===== config.mk =====
export PLATFORM = sky130hd
export DESIGN_NAME = serial_mag_comparator_flat
export DESIGN_NICKNAME = d
export VERILOG_FILES = /design/src/rtl/serial_mag_comparator_pkg.sv /design/src/rtl/serial_mag_comparator_if.sv /design/src/rtl/serial_mag_comparator_shift_reg.sv /design/src/rtl/serial_mag_comparator.sv /design/src/flat_wrapper.sv
export SDC_FILE = /design/constraint.sdc
export NUM_CORES = 1
export LEC_CHECK = 0
export ABC_AREA = 0
export BUFFER_PORTS_ARGS = -buffer_cell sky130_fd_sc_hd__buf_2
export CELL_PAD_IN_SITES_DETAIL_PLACEMENT = 1
export CELL_PAD_IN_SITES_GLOBAL_PLACEMENT = 1
export CORE_ASPECT_RATIO = 0.5
export CORE_MARGIN = 3
export CORE_UTILIZATION = 42
export CTS_CLUSTER_SIZE = 20
export DETAILED_ROUTE_END_ITERATION = 12
export GPL_ROUTABILITY_DRIVEN = 0
export PLACE_DENSITY = 0.82
export SLEW_MARGIN = 0
export SYNTH_ARGS = -nofsm -noshare
export SYNTH_HDL_FRONTEND = slang
export SYNTH_SLANG_ARGS = --single-unit

===== constraint.sdc =====
create_clock -name Clk -period 3.4 [get_ports Clk]
set_clock_uncertainty 0.15 [all_clocks]
set_input_delay 0.68 -clock Clk [delete_from_list [all_inputs] [get_ports Clk]]
set_output_delay 0.68 -clock Clk [all_outputs]
set_load 0.01 [all_outputs]

===== src/rtl/serial_mag_comparator_pkg.sv =====
// Shared types for the serial magnitude comparator: FSM states, result
// encoding and the BitCount width helper.
package comparator_pkg;

  typedef enum logic [1:0] {
    S_IDLE = 2'b00,
    S_CMP  = 2'b01,
    S_DONE = 2'b10
  } state_t;

  typedef enum logic [1:0] {
    RES_NONE = 2'b00,
    RES_GT   = 2'b01,
    RES_EQ   = 2'b10,
    RES_LT   = 2'b11
  } result_t;

  // BitCount must be able to hold WIDTH itself, not just WIDTH-1.
  function automatic int bit_count_width(input int width);
    return $clog2(width + 1);
  endfunction

endpackage


===== src/rtl/serial_mag_comparator_if.sv =====
// Operand/result bundle between the operand registers, the comparator and
// whoever consumes the result flags.
interface serial_mag_comparator_if #(
  parameter int WIDTH = 8
) ();
  import comparator_pkg::*;

  logic                              Start;
  logic [WIDTH-1:0]                  A;
  logic [WIDTH-1:0]                  B;
  logic                              Busy;
  logic                              Done;
  logic                              AGtB;
  logic                              AEqB;
  logic                              ALtB;
  logic [bit_count_width(WIDTH)-1:0] BitCount;

  modport master (
    output Start, A, B,
    input  Busy, Done, AGtB, AEqB, ALtB, BitCount
  );

  modport slave (
    input  Start, A, B,
    output Busy, Done, AGtB, AEqB, ALtB, BitCount
  );

endinterface


===== src/rtl/serial_mag_comparator_shift_reg.sv =====
// WIDTH-bit register with parallel load and zero-fill left shift; exposes
// its MSB so the comparator can walk the operand from the top down.
module cmp_shift_reg #(
  parameter int WIDTH = 8
) (
  input  logic             i_clk,
  input  logic             i_rst,
  input  logic             i_load,
  input  logic             i_shift,
  input  logic [WIDTH-1:0] i_d,
  output logic             o_msb
);

  logic [WIDTH-1:0] r_data;

  // NOTE: sequential state uses non-blocking (<=) so every register samples
  // pre-edge values regardless of block ordering.
  always_ff @(posedge i_clk) begin
    if (i_rst) begin
      r_data <= '0;
    end else if (i_load) begin
      r_data <= i_d;
    end else if (i_shift) begin
      r_data <= {r_data[WIDTH-2:0], 1'b0};
    end
  end

  assign o_msb = r_data[WIDTH-1];

endmodule


===== src/rtl/serial_mag_comparator.sv =====
// Bit-serial MSB-first magnitude comparator with early exit on the first
// differing bit; result flags and BitCount hold until the next accepted Start.
module serial_mag_comparator #(
  parameter int WIDTH  = 8,
  parameter bit SIGNED = 1'b0
) (
  input  logic                   Clk,
  input  logic                   Rst,
  serial_mag_comparator_if.slave bus
);
  import comparator_pkg::*;

  localparam int               CNT_W   = bit_count_width(WIDTH);
  localparam int               IDX_W   = $clog2(WIDTH);
  localparam logic [IDX_W-1:0] IDX_MSB = IDX_W'(WIDTH - 1);
  localparam logic [CNT_W-1:0] CNT_ONE = CNT_W'(1);

  state_t           r_state, w_state_next;
  result_t          r_result, w_result_next;
  logic [IDX_W-1:0] r_index, w_index_next;
  logic [CNT_W-1:0] r_bit_count, w_bit_count_next;
  logic             w_load, w_shift;
  logic             w_a_msb, w_b_msb;

  cmp_shift_reg #(.WIDTH(WIDTH)) u_sr_a (
    .i_clk   (Clk),
    .i_rst   (Rst),
    .i_load  (w_load),
    .i_shift (w_shift),
    .i_d     (bus.A),
    .o_msb   (w_a_msb)
  );

  cmp_shift_reg #(.WIDTH(WIDTH)) u_sr_b (
    .i_clk   (Clk),
    .i_rst   (Rst),
    .i_load  (w_load),
    .i_shift (w_shift),
    .i_d     (bus.B),
    .o_msb   (w_b_msb)
  );

  // NOTE: every output of this block gets a default up front so no path
  // leaves a signal unassigned and infers a latch.
  always_comb begin
    w_state_next     = r_state;
    w_result_next    = r_result;
    w_index_next     = r_index;
    w_bit_count_next = r_bit_count;
    w_load           = 1'b0;
    w_shift          = 1'b0;

    case (r_state)
      S_IDLE: begin
        if (bus.Start) begin
          w_load           = 1'b1;
          w_index_next     = IDX_MSB;
          w_result_next    = RES_NONE;
          w_bit_count_next = '0;
          w_state_next     = S_CMP;
        end
      end

      S_CMP: begin
        w_bit_count_next = r_bit_count + CNT_ONE;
        if (w_a_msb != w_b_msb) begin
          // In two's complement a set sign bit means the smaller operand.
          if (SIGNED && (r_index == IDX_MSB)) begin
            w_result_next = w_a_msb ? RES_LT : RES_GT;
          end else begin
            w_result_next = w_a_msb ? RES_GT : RES_LT;
          end
          w_state_next = S_DONE;
        end else if (r_index == '0) begin
          w_result_next = RES_EQ;
          w_state_next  = S_DONE;
        end else begin
          w_shift      = 1'b1;
          w_index_next = r_index - 1'b1;
        end
      end

      S_DONE:  w_state_next = S_IDLE;
      default: w_state_next = S_IDLE;
    endcase
  end

  always_ff @(posedge Clk) begin
    if (Rst) begin
      r_state     <= S_IDLE;
      r_result    <= RES_NONE;
      r_index     <= '0;
      r_bit_count <= '0;
    end else begin
      r_state     <= w_state_next;
      r_result    <= w_result_next;
      r_index     <= w_index_next;
      r_bit_count <= w_bit_count_next;
    end
  end

  assign bus.Busy     = (r_state == S_CMP);
  assign bus.Done     = (r_state == S_DONE);
  assign bus.AGtB     = (r_result == RES_GT);
  assign bus.AEqB     = (r_result == RES_EQ);
  assign bus.ALtB     = (r_result == RES_LT);
  assign bus.BitCount = r_bit_count;

endmodule


===== src/flat_wrapper.sv =====
// flat-port wrapper written by rule: the top's interface ports become plain ports
module serial_mag_comparator_flat import comparator_pkg::*;
#(
  parameter int WIDTH  = 8,
  parameter bit SIGNED = 1'b0
)
  (Clk, Rst, bus_Start, bus_A, bus_B, bus_Busy, bus_Done, bus_AGtB, bus_AEqB, bus_ALtB, bus_BitCount);
  serial_mag_comparator_if #(.WIDTH(WIDTH)) bus_i ();
  input  logic Clk;
  input  logic Rst;
  input wire logic [$bits(bus_i.Start)-1:0] bus_Start;
  input wire logic [$bits(bus_i.A)-1:0] bus_A;
  input wire logic [$bits(bus_i.B)-1:0] bus_B;
  output wire logic [$bits(bus_i.Busy)-1:0] bus_Busy;
  output wire logic [$bits(bus_i.Done)-1:0] bus_Done;
  output wire logic [$bits(bus_i.AGtB)-1:0] bus_AGtB;
  output wire logic [$bits(bus_i.AEqB)-1:0] bus_AEqB;
  output wire logic [$bits(bus_i.ALtB)-1:0] bus_ALtB;
  output wire logic [$bits(bus_i.BitCount)-1:0] bus_BitCount;
  assign bus_i.Start = bus_Start;
  assign bus_i.A = bus_A;
  assign bus_i.B = bus_B;
  assign bus_Busy = bus_i.Busy;
  assign bus_Done = bus_i.Done;
  assign bus_AGtB = bus_i.AGtB;
  assign bus_AEqB = bus_i.AEqB;
  assign bus_ALtB = bus_i.ALtB;
  assign bus_BitCount = bus_i.BitCount;
  serial_mag_comparator #(.WIDTH(WIDTH), .SIGNED(SIGNED)) u_core (.Clk(Clk), .Rst(Rst), .bus(bus_i));
endmodule

Word level (Yosys, flattened, before mapping) --
Cells that the tools add are included.
Word-level totals: flip-flop bits (word level) 27, bits in latches 0, memory bits (writable) 0, ROM bits 0, bits of input ports 19, output and inout bits 9, logic and storage cells 49, memories 0
Cells by class: $add $sub $neg 2, multipliers 0, div/mod/pow operators 0, order comparisons 0, equality and inequality tests 10, shift operators 0, multiplexer cells 23, bitwise gates (word level) 0, reduce and logical (&&, ||, !) cells 8
Operators by type and width (number):
- 8-bit two-way mux | 4
- 2-bit two-way mux | 6
- 3-bit two-way mux | 3
- 2-bit case mux with 2 select lines | 2
- 4-bit case mux with 2 select lines | 1
- 2-bit == test, second input constant | 3
- 2-bit != test, second input constant | 3
- 3-bit case mux with 2 select lines | 1
- 1-bit two-way mux | 5
- 4-bit by 1-bit adder with 4-bit output, second input constant | 1
- 2-bit by 1-bit == test with 1-bit output, second input constant | 2
- 4-bit two-way mux | 1
- 2-bit AND reduction | 2
- 4-bit AND reduction | 1
- 2-bit nonzero test | 2
- 3-bit logical NOT | 1
- 3-bit by 1-bit != test with 1-bit output, second input constant | 1
- 3-bit AND reduction | 1
- 3-bit by 1-bit subtractor with 3-bit output, second input constant | 1
- 2-bit logical NOT | 1
- 1-bit != test | 1

Depth between registers and ports, before layout --
depth after elaboration 6, depth in mapped cells 7, gate-level depth less buffers 6

By module --
From an unflattened synthesis, not the netlist that was laid out.
Unflattened totals: cell total of the unflattened synthesis 136, area total of the unflattened synthesis 1361.3 µm²
By module, submodules not included:
- cmp_shift_reg | times used 2, cells each 35, area each 369.1 µm², seq. area each 160.2 µm²
- serial_mag_comparator | times used 1, cells each 66, area each 623.1 µm², seq. area each 220.2 µm²

Worst setup path before layout --
No wires, ideal clock.
kind register to output, start register u_core.r_state[1], end output bus_Done, data arrival time 0.986 ns, data required time 2.570 ns, path slack 1.584 ns, stages on the path, launching flop included 4, path buffers 2, cell sequence dfxtp_1 > clkbuf_1 > clkbuf_1 > and2b_1
On the way: word-level cells in the longest chain between the ends 1
Ends and longest elaborated chain:
- from (decl) | RTL line serial_mag_comparator.sv:18 | state_t r_state, w_state_next;
- from (signal assigned) | RTL line serial_mag_comparator.sv:95 | r_state <= w_state_next;
- 2-bit == test | RTL line serial_mag_comparator.sv:103 | assign bus.Done = (r_state == S_DONE);
- to (decl) | RTL line flat_wrapper.sv:15 | output wire logic [$bits(bus_i.Done)-1:0] bus_Done;
Every way passes these cells.

Final worst setup path --
start register u_core.u_sr_b.r_data[7], end register u_core.u_sr_b.r_data[7]
On the way: word-level cells in the longest chain between the ends 4
Ends and longest elaborated chain:
- from (decl) | RTL line serial_mag_comparator_shift_reg.sv:14 | logic [WIDTH-1:0] r_data;
- from (signal assigned) | RTL line serial_mag_comparator_shift_reg.sv:22 | r_data <= i_d;
- from (signal assigned) | RTL line serial_mag_comparator_shift_reg.sv:24 | r_data <= {r_data[WIDTH-2:0], 1'b0};
- 1-bit != test | RTL line serial_mag_comparator.sv:66 | if (w_a_msb != w_b_msb) begin
- 1-bit two-way mux | RTL line serial_mag_comparator.sv:66
- 1-bit two-way mux | RTL line serial_mag_comparator.sv:53 | case (r_state)
- 2-bit nonzero test (no line)
Every way passes these cells. A chain may end at the register's enable or synchronous reset.

==> key figures <==
CTS
  – CTS Sinks: 27
  – Clock Latency Late Sink: ~0.27 ns
  – H-tree levels: 1
  – CTS Hold Bufs: 0
  – CTS tree: built
  – Clk buf depth: 2
  – Worst-path clk slew: around 0.09 ns
  – Root Driver: clkbuf_8
  – TritonCTS Buffers: 3
  – Resized Gates After CTS: 0
  – Setup repair bufs after CTS: 0

Power
  – P_leak: 0.573 nW
  – Total power: between 0.6 and 0.7 mW
  – Pwr/cell area: about 460 mW/mm^2
  – Peak supply drop: around 0.00024 V

Synthesis
  – Mapped Nets: 182
  – Ys flop type: dfxtp_1
  – Yosys warnings: 0
  – Register area share after synthesis: 0.409
  – Area of the mapped netlist: 0.00132 mm^2
  – Synth area leaders: dfxtp_1 41%, nand2_1 12%, a41oi_1 8.6%
  – FF+latch count, synth: 27
  – Mapped Cells: between 150 and 200
  – Top-count cell post-synth: nand2_1
  – Post-synth EDFFs: 0
  – Avg Cell Area, Syn: 8.32 um^2
  – Top post-synthesis cells by count: 43 x nand2_1, 27 x dfxtp_1, 13 x a41oi_1
  – Share of the synthesized area in the top cell type: 0.409
  – Dominant cell type by area after synthesis: dfxtp_1
  – Synth unique cells: 31
  – Ys async rst share: 0

Global routing
  – Number of global-route vias before repair: 1210
  – First-pass GRT wire length: roughly 5500 um
  – Initial antenna violation count: 0
  – Total track usage: 0.184
  – GRT Residual Overflow: 0
  – Largest net degree at the start of global routing: 30

Critical path
  – CP startpoint kind: register
  – CP max-delay cell: and3_1
  – Cell count of the worst reg-to-reg path: 5
  – CP Data Required Time: roughly 3.4 ns
  – Crit Path Class: reg -> reg
  – CP endpoint kind: register
  – R2r setup slk: 1.29 ns
  – Worst EP arrival: about 2.1 ns
  – Crit-path max cell delay: roughly 0.69 ns
  – Crit path cell chain: inv_1 > ha_1 > and3_1 > mux2i_1 > a211oi_1
  – Crit-path max FO: 20

Placed design
  – PortBufs: 27
  – Post-Place Worst Slack: around 1.0 ns
  – Placed Area: roughly 0.0015 mm^2
  – HPWL after DPL: around 2300 um
  – Placed Cells: 214

STA
  – FMAX: 475 MHz
  – Slew @ Worst Pin: roughly 0.77 ns
  – Final setup TNS: 0 ns
  – Final Hold Vio Count: 0
  – Endpoints failing setup: 0
  – Unrepaired setup endpoints after global routing: false
  – Final period util: 0.619
  – Final min period: around 2.1 ns
  – Hold Slack: between 0.3 and 0.4 ns
  – Slew headroom: 0.488
  – Final Slew Violations: 0
  – Setup WS post-layout: approximately 1.3 ns

Finish
  – Layout Nets: roughly 200
  – Share of cells above drive strength 1: 0.210
  – N_diodes: 0
  – Sequential Area: about 540 um^2
  – Combined area of the multi-input logic cells: around 710 um^2
  – Syn-to-layout area delta: 14.3%
  – Post-layout util: 0.540
  – Fillers: between 300 and 400
  – Non-Filler Instances: roughly 220
  – Fin area: approximately 0.0015 mm^2

Run status
  – Status: complete, no violations

Detailed routing
  – DRT Wirelength: 3260 um
  – Vias per cell: ~5.6
  – Starting DRT DRC Count: slightly below 70
  – DRT antenna net count: 0
  – Vias: 1229
  – Avg WL per Cell: 15.0 um
  – Drt pass-1 iters: 4
  – Remaining DRCs: 0

Job
  – Max Cap Violations: 0

Worst hold path
  – WHS Path Cells: 1
  – Hold Path Class: reg -> reg

Floorplan
  – Starting density of the core: 0.473
  – Num rows: 13
  – Die area: roughly 0.004 mm^2
  – I/O pin count: 28
  – Die Y: around 46 um
  – Die Wd: ~85 um
  – Core box area: 0.00280 mm^2
-- area by class of cell --
| cell class | instances | share of cell area |
|---|---|---|
| flip-flops and latches | 27 | 0.358 |
| inverters | 4 | 0.0108 |
| clock buffers | 4 | 0.0298 |
| well taps | 37 | 0.0306 |
| repair buffers | 29 | 0.0993 |
| multi-input cells | 117 | 0.472 |
-- sequential cells by signal (all words and copies together), names as in the netlist --
register,cells
u_core.u_sr_a.r_data,8
u_core.bus.BitCount,4
u_core.u_sr_b.r_data,8
u_core.r_index,3
u_core.r_state,2
u_core.r_result,2
-- worst max-delay path: cells and delay by family (launching register included) --
| kind | cells | cell delay (ns) |
|---|---|---|
| multiplexers | 1 | 0.16 |
| buffers and inverters | 1 | 0.05 |
| adder cells (fa/ha/maj) | 1 | 0.36 |
| AND/OR/NAND/NOR | 1 | 0.69 |
| flip-flops | 1 | 0.33 |
| AO/OA/AOI/OAI | 1 | 0.27 |
-- power by group --
part	internal, mW	switching (mW)
combinational	0.0621	0.0861
sequential	0.345	0.0220
clock	0.0840	0.0990
-- cells in the final DEF, fill, tap and decap left out --
cell,n
buf_4,2
xor2_1,1
a211oi_1,4
clkbuf_1,1
nor3_1,5
a31oi_2,1
clkinv_2,1
nand3_1,2
o21a_1,1
or3b_2,1
and2_1,1
nand2b_1,2
nand3b_1,12
and2b_1,1
nor2b_1,6
and3_1,1
o22a_1,1
buf_2,27
nand2_1,43
a21oi_1,3
nor2_1,7
clkbuf_8,3
mux2_2,2
nand2b_2,1
dfxtp_1,27
nand4_1,1
a41oi_1,13
mux2i_1,2
a2bb2oi_1,2
inv_1,3
ha_1,4
-- layer usage --
layer  vias up  global-route usage  share of wire
met5         -                   0              0
met1       593               0.227           0.46
met3         6              0.0542          0.052
li1        599                   -              -
met2        31               0.318           0.47
met4         0              0.0568          0.013
-- path summary, 6_finish.rpt --
check	from	to
min reg2reg	u_core.r_index[0]	u_core.r_index[0]
max reg2reg	u_core.u_sr_b.r_data[7]	u_core.u_sr_b.r_data[7]
min	u_core.r_index[0]	u_core.r_index[0]
max	u_core.u_sr_b.r_data[7]	u_core.u_sr_b.r_data[7]
-- kinds of logic (layout without fill, tap and decap cells) --
kind of cell / Yosys count / count (layout) / share of synthesized area
adder cells (fa/ha/maj): 4 / 4 / 0.0378
flip-flops: 27 / 27 / 0.409
multiplexers: 4 / 4 / 0.0322
AO/OA/AOI/OAI: 25 / 25 / 0.155
XOR/XNOR: 1 / 1 / 0.00662
AND/OR/NAND/NOR: 83 / 83 / 0.307
buffers and inverters: 15 / 37 / 0.0520
Note: power is estimated with default switching activity, not from simulation.
